### src/rtl/msk_scan_seq.sv
// Control sequencer for a masked scan-register state bank.
// MSK_SCAN_SEQ_FLUSH_EN adds a zero-flush pass after each result handshake.
module msk_scan_seq #(
  parameter int NROUNDS   = 10,
  parameter int SHIFT_LEN = 4,
  parameter int RW = (NROUNDS > 1) ? $clog2(NROUNDS) : 1,
  parameter int SW = (SHIFT_LEN > 1) ? $clog2(SHIFT_LEN) : 1
) (
  input  logic          clk,
  input  logic          rst_n,
  input  logic          in_valid,
  output logic          in_ready,
  input  logic          rnd_valid,
  output logic          rnd_ready,
  output logic          reg_en,
  output logic          reg_scan_en,
  output logic          flush_zero,
  output logic [RW-1:0] round_idx,
  output logic [SW-1:0] shift_idx,
  output logic          last_round,
  output logic          out_valid,
  input  logic          out_ready,
  output logic          busy
);

  typedef enum logic [1:0] {
    S_IDLE,
    S_SHIFT,
    S_DONE,
    S_FLUSH
  } state_t;

  state_t        state, state_n;
  logic [RW-1:0] round_n;
  logic [SW-1:0] shift_n;
  logic          sh_last;
  logic          rd_last;

  assign sh_last = (shift_idx == SW'(SHIFT_LEN - 1));
  assign rd_last = (round_idx == RW'(NROUNDS - 1));

  always_ff @(posedge clk or negedge rst_n) begin
    if (!rst_n) begin
      state     <= S_IDLE;
      round_idx <= '0;
      shift_idx <= '0;
    end else begin
      state     <= state_n;
      round_idx <= round_n;
      shift_idx <= shift_n;
    end
  end

  always_comb begin
    state_n     = state;
    round_n     = round_idx;
    shift_n     = shift_idx;
    in_ready    = 1'b0;
    rnd_ready   = 1'b0;
    reg_en      = 1'b0;
    reg_scan_en = 1'b0;
    flush_zero  = 1'b0;
    last_round  = 1'b0;
    out_valid   = 1'b0;
    busy        = (state != S_IDLE);
    case (state)
      S_IDLE: begin
        in_ready = 1'b1;
        reg_en   = in_valid;
        if (in_valid) begin
          state_n = S_SHIFT;
          round_n = '0;
          shift_n = '0;
        end
      end
      S_SHIFT: begin
        reg_scan_en = 1'b1;
        rnd_ready   = 1'b1;
        reg_en      = rnd_valid;
        last_round  = rd_last;
        // Bank and counters freeze whenever no fresh mask is available.
        if (rnd_valid) begin
          if (sh_last) begin
            shift_n = '0;
            if (rd_last) begin
              round_n = '0;
              state_n = S_DONE;
            end else begin
              round_n = round_idx + 1'b1;
            end
          end else begin
            shift_n = shift_idx + 1'b1;
          end
        end
      end
      S_DONE: begin
        out_valid = 1'b1;
        if (out_ready) begin
`ifdef MSK_SCAN_SEQ_FLUSH_EN
          state_n = S_FLUSH;
          shift_n = '0;
`else
          state_n = S_IDLE;
`endif
        end
      end
`ifdef MSK_SCAN_SEQ_FLUSH_EN
      S_FLUSH: begin
        reg_en      = 1'b1;
        reg_scan_en = 1'b1;
        flush_zero  = 1'b1;
        if (sh_last) begin
          shift_n = '0;
          state_n = S_IDLE;
        end else begin
          shift_n = shift_idx + 1'b1;
        end
      end
`endif
      default: state_n = S_IDLE;
    endcase
  end

endmodule

### config.mk
export PLATFORM = sky130hd
export DESIGN_NAME = msk_scan_seq
export DESIGN_NICKNAME = d
export VERILOG_FILES = /design/src/rtl/msk_scan_seq.sv
export SDC_FILE = /design/constraint.sdc
export NUM_CORES = 1
export LEC_CHECK = 0
export CORE_AREA = 5 5 42 44
export DETAILED_ROUTE_END_ITERATION = 10
export DIE_AREA = 0 0 47 49
export DONT_BUFFER_PORTS = 1
export PLACE_DENSITY = 0.54
export SLEW_MARGIN = 30
export SYNTH_ARGS = -nofsm -noshare
export SYNTH_HDL_FRONTEND = slang
export SYNTH_SLANG_ARGS = --single-unit
### constraint.sdc
create_clock -name clk -period 1.5 [get_ports clk]
set_input_delay 0.3 -clock clk [delete_from_list [all_inputs] [get_ports clk]]
set_output_delay 0.3 -clock clk [all_outputs]
set_load 0.02 [all_outputs]
==> summary.txt, run 1 <==
Run status
  • Status: complete, no violations

Placement
  • Detail Placement HPWL: 840 um
  • Placed Cells: 73
  • Placed inst area: 542 um2
  • Port bufs: 0
  • Global placer's final weighted congestion: 0.759

Critical path
  • R2R setup slack: 0.24 ns
  • RR Endpoint: round_idx[1]
  • Type of origin of the critical path: flop
  • Critical Path End Type: output pin
  • CP max FO: 7
  • Worst-path cell with the longest stage delay: dfrtp_2
  • CP Data Arrival Time: 1.15 ns
  • Critical path class: flop to output pin
  • Reg2reg path depth: 4
  • Critical path required time: 1.20 ns
  • R2R Path Start: state[0]
  • Critical path's largest stage delay: 0.46 ns
  • Cells along the critical path: nand2b_4 > nor2_2 > buf_4

Floorplanning
  • DIE AREA: 2300 um2
  • DIE HEIGHT: 49 um
  • I/O pin count: 19
  • Initial Util: 34.6%
  • Row Count: 14
  • Core ar.: 1400 um2
  • Die Width: 47 um

Global route
  • GR Layer Usage met3: 5.17%
  • Pin count of the biggest net entering global routing: 9
  • GRT met2 Usage: 17.4%
  • First-pass GRT wire length: 1870 um
  • Vias in the first global route: 418
  • GRT met1 Usage: 13.0%
  • Most utilized layer in the global route result: met2
  • Initial antenna violation count: 0
  • Gr usage total: 12.0%
  • GRT overflow: 0

Power and ir drop
  • Comb power frac: 64.9%
  • Sequential Power Share: 24.4%
  • Leak Pwr: 0.301 nW
  • Pwr Density: 2420 nW/um2
  • Cell-internal power: 0.840 mW
  • Sw frac: 45.7%
  • Maximum ir drop on the vdd rail: 775 uV
  • Total power: 1.55 mW
  • Clock power frac: 10.7%
  • NetSw: 0.707 mW

Min path
  • Hold Path End: state[1]
  • Hold path startpoint: out_ready
  • Worst hold path type: input port to flop
  • Hold path depth: 1

Synthesis
  • Synthesized flop and latch total: 8
  • Area leader, netlist: dfrtp_1
  • Top-area cell type share of the netlist area: 41.3%
  • Post-synth top cells: dfrtp_1, inv_1, nand2b_1
  • Avg Inst Size Synth: 9.31 um2
  • Post-synth ARST share: 100%
  • Post-Syn Area: 484 um2
  • Ys Warns: 0
  • Ys flop type: dfrtp_1
  • Syn Nets: 58
  • Register area share after synthesis: 41.3%
  • Area contributors post-synth: dfrtp_1, nand2b_1, buf_4
  • Count of cell types in the netlist: 27
  • Synthesized netlist cell count: 52
  • Post-synth EDFFs: 0
  • Top-count cell post-synth: dfrtp_1

Clock tree
  • Clk slew on worst S/H paths: 0.06 ns
  • CTS tree: done
  • CTS Buffer Depth: 2
  • CTS sink count: 8
  • Root buffer cell: clkbuf_4
  • CTS buffer count: 3
  • H-tree levels: 1
  • Worst skew pair latency: 0.26 ns

Cells and area
  • Share of cells above drive strength 1: 42.2%
  • Design Area, Final: 639 um2
  • Nets: 72
  • Fin util: 45.6%
  • Diode count: 0
  • Non-Filler Instances: 80
  • Layout area overhead: 32.0%

Timing
  • Count of pins over their slew limit: 0
  • Crit share post-route: 96.8%
  • Fmax: 689 MHz
  • Final hold violation count: 0
  • Tmin final: 1.45 ns
  • Fin Setup TNS: 0 ns
  • Setup Skew: 0.0111 ns
  • Final setup fails: 0

Detailed routing
  • Drt drc: 0
  • Routed Antenna Nets: 0
  • First-pass DRT Iterations: 4
  • DR vias: 423
  • Vias/cell: 5.29
  • Post-DR wirelength/cell: 15.2 um
  • Wirelength, routed: 1220 um
  • Initial DRC count: 8

Job
  • MaxCap Viol Count: 0
-- per-layer routing --
layer,routed length (um),part of all wire (%)
met1,484,40
met2,610,50
met3,103,8.5
met4,17,1.4
met5,0,0
-- cell usage in the layout (no fill, tap or decap), types with 2 or more instances in the layout --
cell type	netlist	final
inv_2	0	2
a31oi_1	2	2
nand2b_4	1	2
nand2_1	3	3
nand2b_1	5	4
dfrtp_1	8	6
nor2_1	3	2
dfrtp_2	0	2
clkbuf_4	0	3
inv_1	6	4
a21oi_1	3	3
buf_4	3	10
-- state kept, by name, indices dropped and copies added (netlist names) --
signal     count
round_idx      4
state          2
shift_idx      2
-- stage by stage --
step                      hold slack [ns]  setup WS [ns]
after detailed placement          0.00471          0.182
final                               0.136         0.0485
after CTS                           0.128       -0.00342
after global placement            0.00473          0.190
after floorplan                   0.00441         0.0962
after global routing                0.117       -0.00196
-- power by group through the flow --
stage	Clock, mW	Sequential (mW)	Combinational (mW)
after global routing	0.188	0.392	1.09
after global placement	0	0.369	0.853
after CTS	0.173	0.369	0.913
after floorplan	0	0.479	0.529
final	0.165	0.378	1.00
after detailed placement	0	0.371	0.850
-- worst max-delay path by stage --
stage / from / to / slack (ns) / cells past startpoint
2_1_floorplan: state[0] / shift_idx[0] / 0.1 / 4
3_3_place_gp: state[0] / in_ready / 0.19 / 2
3_5_place_dp: state[0] / in_ready / 0.18 / 2
4_1_cts: state[0] / reg_en / -0.003 / 3
5_1_grt: state[1] / last_round / -0.002 / 3
6_report: state[1] / last_round / 0.05 / 3
-- worst max-delay path: cells and delay by family (launching register included) --
family,cells,cell delay [ns]
buf+inv,1,0.14
flops,1,0.46
simple gates,2,0.30
-- kinds of logic after synthesis --
logic type      count (synthesis)  synth area share (%)
flops                           8                  41.3
compound gates                 12                  16.0
other cells                     1                 0.774
xor+xnor                        1                  1.81
simple gates                   19                  25.8
mux                             1                  2.33
fa+ha+maj                       1                  2.58
buf+inv                         9                  9.30
-- what timing repair did --
| item | in CTS | in global routing |
|---|---|---|
| endpoints found under the hold margin | 8 | 0 |
| resized for setup | 7 | 4 |
| buffers inserted | 1 | 2 |
| endpoints found under the setup margin | 5 | 2 |
| hold buffers | 1 | 0 |
-- area by class of cell --
class	count	area (um2)
Inverter	6	22.5
Timing Repair Buffer	12	96.3
Sequential cell	8	203
Multi-Input combinational cell	35	275
Clock buffer	3	22.5
Fill cell	148	762
Tap cell	16	20.0
(Power assumes the default switching activity.)
==> inputs of run 2 (changes only) <==
==> constraint.sdc (replaced) <==
create_clock -name clk -period 1.4 [get_ports clk]
set_input_delay 0.28 -clock clk [delete_from_list [all_inputs] [get_ports clk]]
set_output_delay 0.28 -clock clk [all_outputs]
set_load 0.02 [all_outputs]
==> run 2 against run 1 <==
The run now ends with negative setup slack left. Routed wire length shrank 4.9%. Combinational power increased by 15%. Largest cell class unchanged. Total power grew 12%. Utilization up 3.3 points. Final cell count rose by 5.0%. Register-to-register slack worse by 0.19 ns. Sequential cell count unchanged. Critical path depth unchanged. Clock-buffer cell count is the same. Global-route usage decreased by 0.59 points. Largest power group unchanged.
==> summary.txt, run 2 (synthesis gave the netlist of run 1 again) <==
Run status
  • Status: complete, but fails checks (was complete, no violations)
  • Failing checks: negative setup slack

Power and ir drop
  • Clock power frac: 10.4% (was 10.7%)
  • Sequential Power Share: 23.3% (was 24.4%)
  • NetSw: 0.770 mW (was 0.707 mW)
  • Pwr Density: 2530 nW/um2 (was 2420 nW/um2)
  • Sw frac: 44.3% (was 45.7%)
  • Cell-internal power: 0.967 mW (was 0.840 mW)
  • Comb power frac: 66.2% (was 64.9%)
  • Maximum ir drop on the vdd rail: 911 uV (was 775 uV)
  • Leak Pwr: 0.329 nW (was 0.301 nW)

Clock tree
  • H-tree levels: 1 (unchanged)
  • CTS buffer count: 3 (unchanged)
  • CTS Buffer Depth: 2 (unchanged)
  • CTS sink count: 8 (unchanged)
  • Worst skew pair latency: 0.26 ns (about the same)
  • Root buffer cell: clkbuf_4 (unchanged)
  • CTS tree: done (unchanged)
  • Clk slew on worst S/H paths: 0.05 ns (was 0.06 ns)

Timing
  • Fin Setup TNS: -0.0255 ns (was 0 ns)
  • Fmax: 701 MHz
  • Setup Skew: 0.0106 ns (was 0.0111 ns)
  • RSZ-0062 raised after global routing: true
  • Tmin final: 1.43 ns
  • Final hold violation count: 0 (unchanged)
  • Crit share post-route: 102%
  • Final setup fails: 1 (was 0)
  • Post-route setup slack: -0.0255 ns (was 0.0485 ns)
  • Hold WS: 0.113 ns (was 0.136 ns)
  • Count of pins over their slew limit: 0 (unchanged)

Floorplanning
  • Die Width: 47 um (unchanged)
  • Core ar.: 1400 um2 (unchanged)
  • Initial Util: 34.6% (unchanged)
  • DIE HEIGHT: 49 um (unchanged)
  • Row Count: 14 (unchanged)
  • DIE AREA: 2300 um2 (unchanged)
  • I/O pin count: 19 (unchanged)

Job
  • MaxCap Viol Count: 0 (unchanged)

Global route
  • GRT overflow: 0 (unchanged)
  • Pin count of the biggest net entering global routing: 9 (unchanged)
  • Gr usage total: 11.4% (was 12.0%)
  • First-pass GRT wire length: 1930 um (was 1870 um)
  • Initial antenna violation count: 0 (unchanged)
  • Vias in the first global route: 453 (was 418)

Critical path
  • Critical path class: flop to output pin (unchanged)
  • Type of origin of the critical path: flop (unchanged)
  • Worst-path cell with the longest stage delay: dfrtp_2 (unchanged)
  • Cells along the critical path: nand2b_4 > a21oi_4 > buf_6 (was nand2b_4 > nor2_2 > buf_4)
  • CP Data Arrival Time: 1.15 ns (about the same)
  • CP max FO: 6 (was 7)
  • Critical path's largest stage delay: 0.45 ns (was 0.46 ns)
  • Critical Path End Type: output pin (unchanged)
  • Critical path required time: 1.12 ns (was 1.20 ns)
  • R2R setup slack: 0.05 ns (was 0.24 ns)

Min path
  • Worst hold path type: input port to flop (unchanged)

Detailed routing
  • Vias/cell: 5.12 (was 5.29)
  • Wirelength, routed: 1160 um (was 1220 um)
  • First-pass DRT Iterations: 3 (was 4)
  • Post-DR wirelength/cell: 13.8 um (was 15.2 um)
  • DR vias: 430 (was 423)
  • Initial DRC count: 6 (was 8)
  • Drt drc: 0 (unchanged)
  • Routed Antenna Nets: 0 (unchanged)

Placement
  • Detail Placement HPWL: 826 um (was 840 um)
  • Setup WS pre-CTS: 0.135 ns (was 0.182 ns)
  • Global placer's final weighted congestion: 0.815 (was 0.759)
  • Port bufs: 0 (unchanged)
  • Placed inst area: 572 um2 (was 542 um2)

Cells and area
  • # fillers: 140 (was 148)
  • Commonest non-fill, non-tap cell in the layout: buf_4 (unchanged)
  • Share of cells above drive strength 1: 48.5% (was 42.2%)
  • Layout area overhead: 41.6% (was 32.0%)
  • Largest Register: round_idx (unchanged)
  • Most frequent cells in the layout: buf_4, dfrtp_1 (was buf_4, dfrtp_1, nand2b_1, inv_1)
  • Design Area, Final: 686 um2 (was 639 um2)
  • Fin util: 48.9% (was 45.6%)
  • Nets: 76 (was 72)
  • Max reg flops: 4 (unchanged)
  • Biggest regs: round_idx (4), shift_idx (2), state (2) (unchanged)
  • Diode count: 0 (unchanged)
[run 2: cell count changes in the layout (fill, tap and decap cells not counted)]
cell | previous run | this run
dfrtp_2 | 2 | 1
nand2b_4 | 2 | 3
nand2b_1 | 4 | 3
inv_1 | 4 | 3
buf_4 | 10 | 13
a21oi_2 | 0 | 1
dfrtp_1 | 6 | 7
inv_4 | 0 | 1
a21oi_1 | 3 | 2
buf_6 | 1 | 2
[run 2: layer usage]
layer	routed length (um)	up-vias	GRT usage (%)	part of all wire, %
met1	470	196	14.5	41
met3	120	5	2.95	10
li1	-	210	-	-
met4	35	0	5.53	3.0
met5	0	-	0	0
met2	529	19	17.4	46
[run 2: metrics by stage]
stage               power, mW  instances
floorplan                1.09         52
global placement         1.36         76
detailed placement       1.36         76
CTS                      1.69         83
global route             1.88         84
finish                   1.74         84
[run 2: final timing paths]
kind | to | startpoint | depth (start not counted)
max in group asynchronous | state[0] | rst_n | 1
worst min-delay path | state[1] | out_ready | 1
worst min register to register | state[0] | state[1] | 2
worst max register to register | round_idx[1] | state[0] | 5
worst max-delay path | reg_en | state[0] | 3
min in group asynchronous | shift_idx[1] | rst_n | 1
[run 2: cell type report]
type | count | area, um2 | area share, %
inverter | 6 | 25.0 | 3.65
sequential | 8 | 201 | 29.4
clock buffer | 3 | 22.5 | 3.28
tap | 16 | 20.0 | 2.92
multi-input combinational | 35 | 287 | 41.8
timing repair buffer | 16 | 130 | 19.0
[run 2: power groups by stage]
stage	registers [mW]	clock network [mW]	logic, mW
5_1_grt	0.419	0.190	1.27
3_5_place_dp	0.394	0	0.969
3_3_place_gp	0.392	0	0.969
4_1_cts	0.399	0.185	1.11
2_1_floorplan	0.514	0	0.580
6_report	0.406	0.181	1.15
[run 2: what timing repair did]
action,in CTS,in global routing
hold buffers,1,0
hold endpoints to repair,8,0
setup endpoints to repair,6,6
pin swaps,0,3
cloned,0,0
buffers inserted,3,1
gates resized for setup,8,6
[run 2: worst max-delay path: cells and delay by family, from the launching register on]
| kind | cells | cell delay [ns] |
|---|---|---|
| AND/OR/NAND/NOR | 1 | 0.17 |
| AO/OA/AOI/OAI | 1 | 0.14 |
| flip-flops | 1 | 0.45 |
| buffers and inverters | 1 | 0.14 |
==> inputs of run 3 (changes only) <==
--- a/config.mk
+++ b/config.mk
@@ -5,11 +5,11 @@
 export SDC_FILE = /design/constraint.sdc
 export NUM_CORES = 1
 export LEC_CHECK = 0
+export CAP_MARGIN = 25
 export CORE_AREA = 5 5 42 44
 export DETAILED_ROUTE_END_ITERATION = 10
 export DIE_AREA = 0 0 47 49
 export DONT_BUFFER_PORTS = 1
-export PLACE_DENSITY = 0.54
 export SLEW_MARGIN = 30
 export SYNTH_ARGS = -nofsm -noshare
 export SYNTH_HDL_FRONTEND = slang
==> run 3 against run 2 <==
The flow still finishes with violations (negative setup slack). Sequential cell count unchanged. Via count decreased by 0.70%. Global-route usage increased by 0.063 points. Total power increased by 0.74%. Worst hold slack improved by 0.0074 ns. Register-to-register slack improved by 0.06 ns. Critical path depth unchanged. Cell area increased by 1.5%. Routed wire length decreased by 3.8%. Clock skew decreased by 0.0050 ns. First-iteration DRC count increased by 100%.
==> summary.txt, run 3 (synthesis gave the netlist of run 1 again) <==
Placement
  • Port bufs: 0 (unchanged)
  • Placed Cells: 74 (was 76)
  • Global placer's final weighted congestion: 0.774 (was 0.815)
  • Detail Placement HPWL: 808 um (was 826 um)

Power and ir drop
  • Leak Pwr: 0.332 nW (was 0.329 nW)
  • Cell-internal power: 0.993 mW (was 0.967 mW)
  • Clock power frac: 9.6% (was 10.4%)
  • Comb power frac: 67.4% (was 66.2%)
  • Total power: 1.75 mW (was 1.74 mW)
  • Pwr Density: 2520 nW/um2 (was 2530 nW/um2)
  • Sw frac: 43.3% (was 44.3%)
  • Maximum ir drop on the vdd rail: 1120 uV (was 911 uV)
  • NetSw: 0.757 mW (was 0.770 mW)
  • Sequential Power Share: 23.1% (was 23.3%)

Cells and area
  • Layout area overhead: 43.7% (was 41.6%)
  • Most frequent cells in the layout: buf_4, dfrtp_1, nand2b_1, inv_1 (was buf_4, dfrtp_1)
  • Max reg flops: 4 (unchanged)
  • Largest Register: round_idx (unchanged)
  • Diode count: 0 (unchanged)
  • Biggest regs: round_idx (4), shift_idx (2), state (2) (unchanged)
  • Nets: 78 (was 76)
  • Fin util: 49.6% (was 48.9%)
  • Non-Filler Instances: 86 (was 84)
  • Commonest non-fill, non-tap cell in the layout: buf_4 (unchanged)
  • Share of cells above drive strength 1: 48.6% (was 48.5%)

Detailed routing
  • First-pass DRT Iterations: 4 (was 3)
  • Vias/cell: 4.97 (was 5.12)
  • Initial DRC count: 12 (was 6)
  • Post-DR wirelength/cell: 12.9 um (was 13.8 um)
  • Drt drc: 0 (unchanged)
  • Routed Antenna Nets: 0 (unchanged)
  • DR vias: 427 (was 430)
  • Wirelength, routed: 1110 um (was 1160 um)

Min path
  • Worst hold path type: input port to flop (unchanged)
  • Hold path depth: 1 (unchanged)

Clock tree
  • Clk slew on worst S/H paths: 0.05 ns (about the same)
  • Worst skew pair latency: 0.25 ns (was 0.26 ns)
  • Root buffer cell: clkbuf_4 (unchanged)
  • CTS sink count: 8 (unchanged)
  • CTS buffer count: 3 (unchanged)
  • CTS Buffer Depth: 2 (unchanged)
  • H-tree levels: 1 (unchanged)
  • CTS tree: done (unchanged)

Timing
  • Final hold violation count: 0 (unchanged)
  • Setup Skew: 0.00560 ns (was 0.0106 ns)
  • Count of pins over their slew limit: 0 (unchanged)
  • Post-route setup slack: -0.00485 ns (was -0.0255 ns)
  • Tmin final: 1.40 ns (was 1.43 ns)
  • Fmax: 712 MHz (was 701 MHz)
  • Crit share post-route: 100% (was 102%)
  • Final setup fails: 1 (unchanged)
  • RSZ-0062 raised after global routing: true (unchanged)

Run status
  • Status: complete, but fails checks (unchanged)
  • Failing checks: negative setup slack (unchanged)

Critical path
  • Reg2reg path depth: 4 (was 5)
  • Critical Path End Type: output pin (unchanged)
  • CP max FO: 6 (unchanged)
  • Critical path required time: 1.12 ns (about the same)
  • Critical path class: flop to output pin (unchanged)
  • Type of origin of the critical path: flop (unchanged)
  • CP Data Arrival Time: 1.12 ns (was 1.15 ns)

Global route
  • Initial antenna violation count: 0 (unchanged)
  • Gr usage total: 11.5% (was 11.4%)
  • Vias in the first global route: 460 (was 453)
  • Pin count of the biggest net entering global routing: 9 (unchanged)
  • GRT overflow: 0 (unchanged)
  • First-pass GRT wire length: 1910 um (was 1930 um)

Floorplanning
  • I/O pin count: 19 (unchanged)
  • Row Count: 14 (unchanged)
  • Initial Util: 34.6% (unchanged)
  • Die Width: 47 um (unchanged)
  • Core ar.: 1400 um2 (unchanged)
  • DIE AREA: 2300 um2 (unchanged)
  • DIE HEIGHT: 49 um (unchanged)

Job
  • MaxCap Viol Count: 0 (unchanged)
-- run 3: through the flow --
| stage | cell area, um2 | setup slack, ns | hold WS (ns) | setup TNS, ns |
|---|---|---|---|---|
| after floorplan | 492 | 0.0652 | -0.0156 | 0 |
| after global placement | 557 | 0.104 | -0.0154 | 0 |
| after detailed placement | 557 | 0.128 | -0.0154 | 0 |
| after CTS | 671 | -0.0231 | 0.110 | -0.0290 |
| after global routing | 696 | -0.0550 | 0.116 | -0.101 |
| final | 696 | -0.00485 | 0.121 | -0.00485 |
-- run 3: metal layers --
layer  part of all wire [%]  global-route usage (%)  vias up
li1                       -                       -      215
met1                     42                    12.9      199
met2                     50                    17.6       11
met3                    7.4                    3.69        2
met4                   0.54                    7.83        0
met5                      0                       0        -
-- run 3: path summary, 6_finish.rpt --
| path | from | endpoint | slack [ns] |
|---|---|---|---|
| setup / recovery | state[0] | reg_en | -0.005 |
| hold / removal | out_ready | state[1] | 0.12 |
| setup reg to reg | state[0] | shift_idx[0] | 0.11 |
| hold reg to reg | state[1] | state[0] | 0.49 |
| max in group asynchronous | rst_n | state[0] | 0.73 |
| min in group asynchronous | rst_n | shift_idx[1] | 0.38 |
-- run 3: critical path, stage by stage, from the launching register on --
cell and delay, ns:
dfrtp_2 0.44, nand2b_4 0.17, a21oi_4 0.14, buf_6 0.14
-- run 3: timing repair --
| item | 4_1_cts | 5_1_grt |
|---|---|---|
| gates resized for setup | 9 | 3 |
| pin swaps | 2 | 0 |
| setup endpoints to repair | 6 | 4 |
| cloned | 0 | 0 |
| setup buffers | 6 | 2 |
| hold endpoints to repair | 8 | 0 |
| hold buffers | 1 | 0 |
-- run 3: power groups by stage --
stage          Combinational, mW  Sequential [mW]  Clock [mW]
2_1_floorplan              0.580            0.514           0
3_3_place_gp               0.925            0.400           0
3_5_place_dp               0.930            0.401           0
4_1_cts                     1.13            0.400       0.180
5_1_grt                     1.28            0.417       0.192
6_report                    1.18            0.403       0.168
-- run 3: final cells by class --
cell class | count | area, um2
fillers | 147 | 706
multi-input cells | 35 | 279
flip-flops and latches | 8 | 203
repair buffers | 18 | 149
clock buffers | 3 | 22.5
inverters | 6 | 22.5
well taps | 16 | 20.0
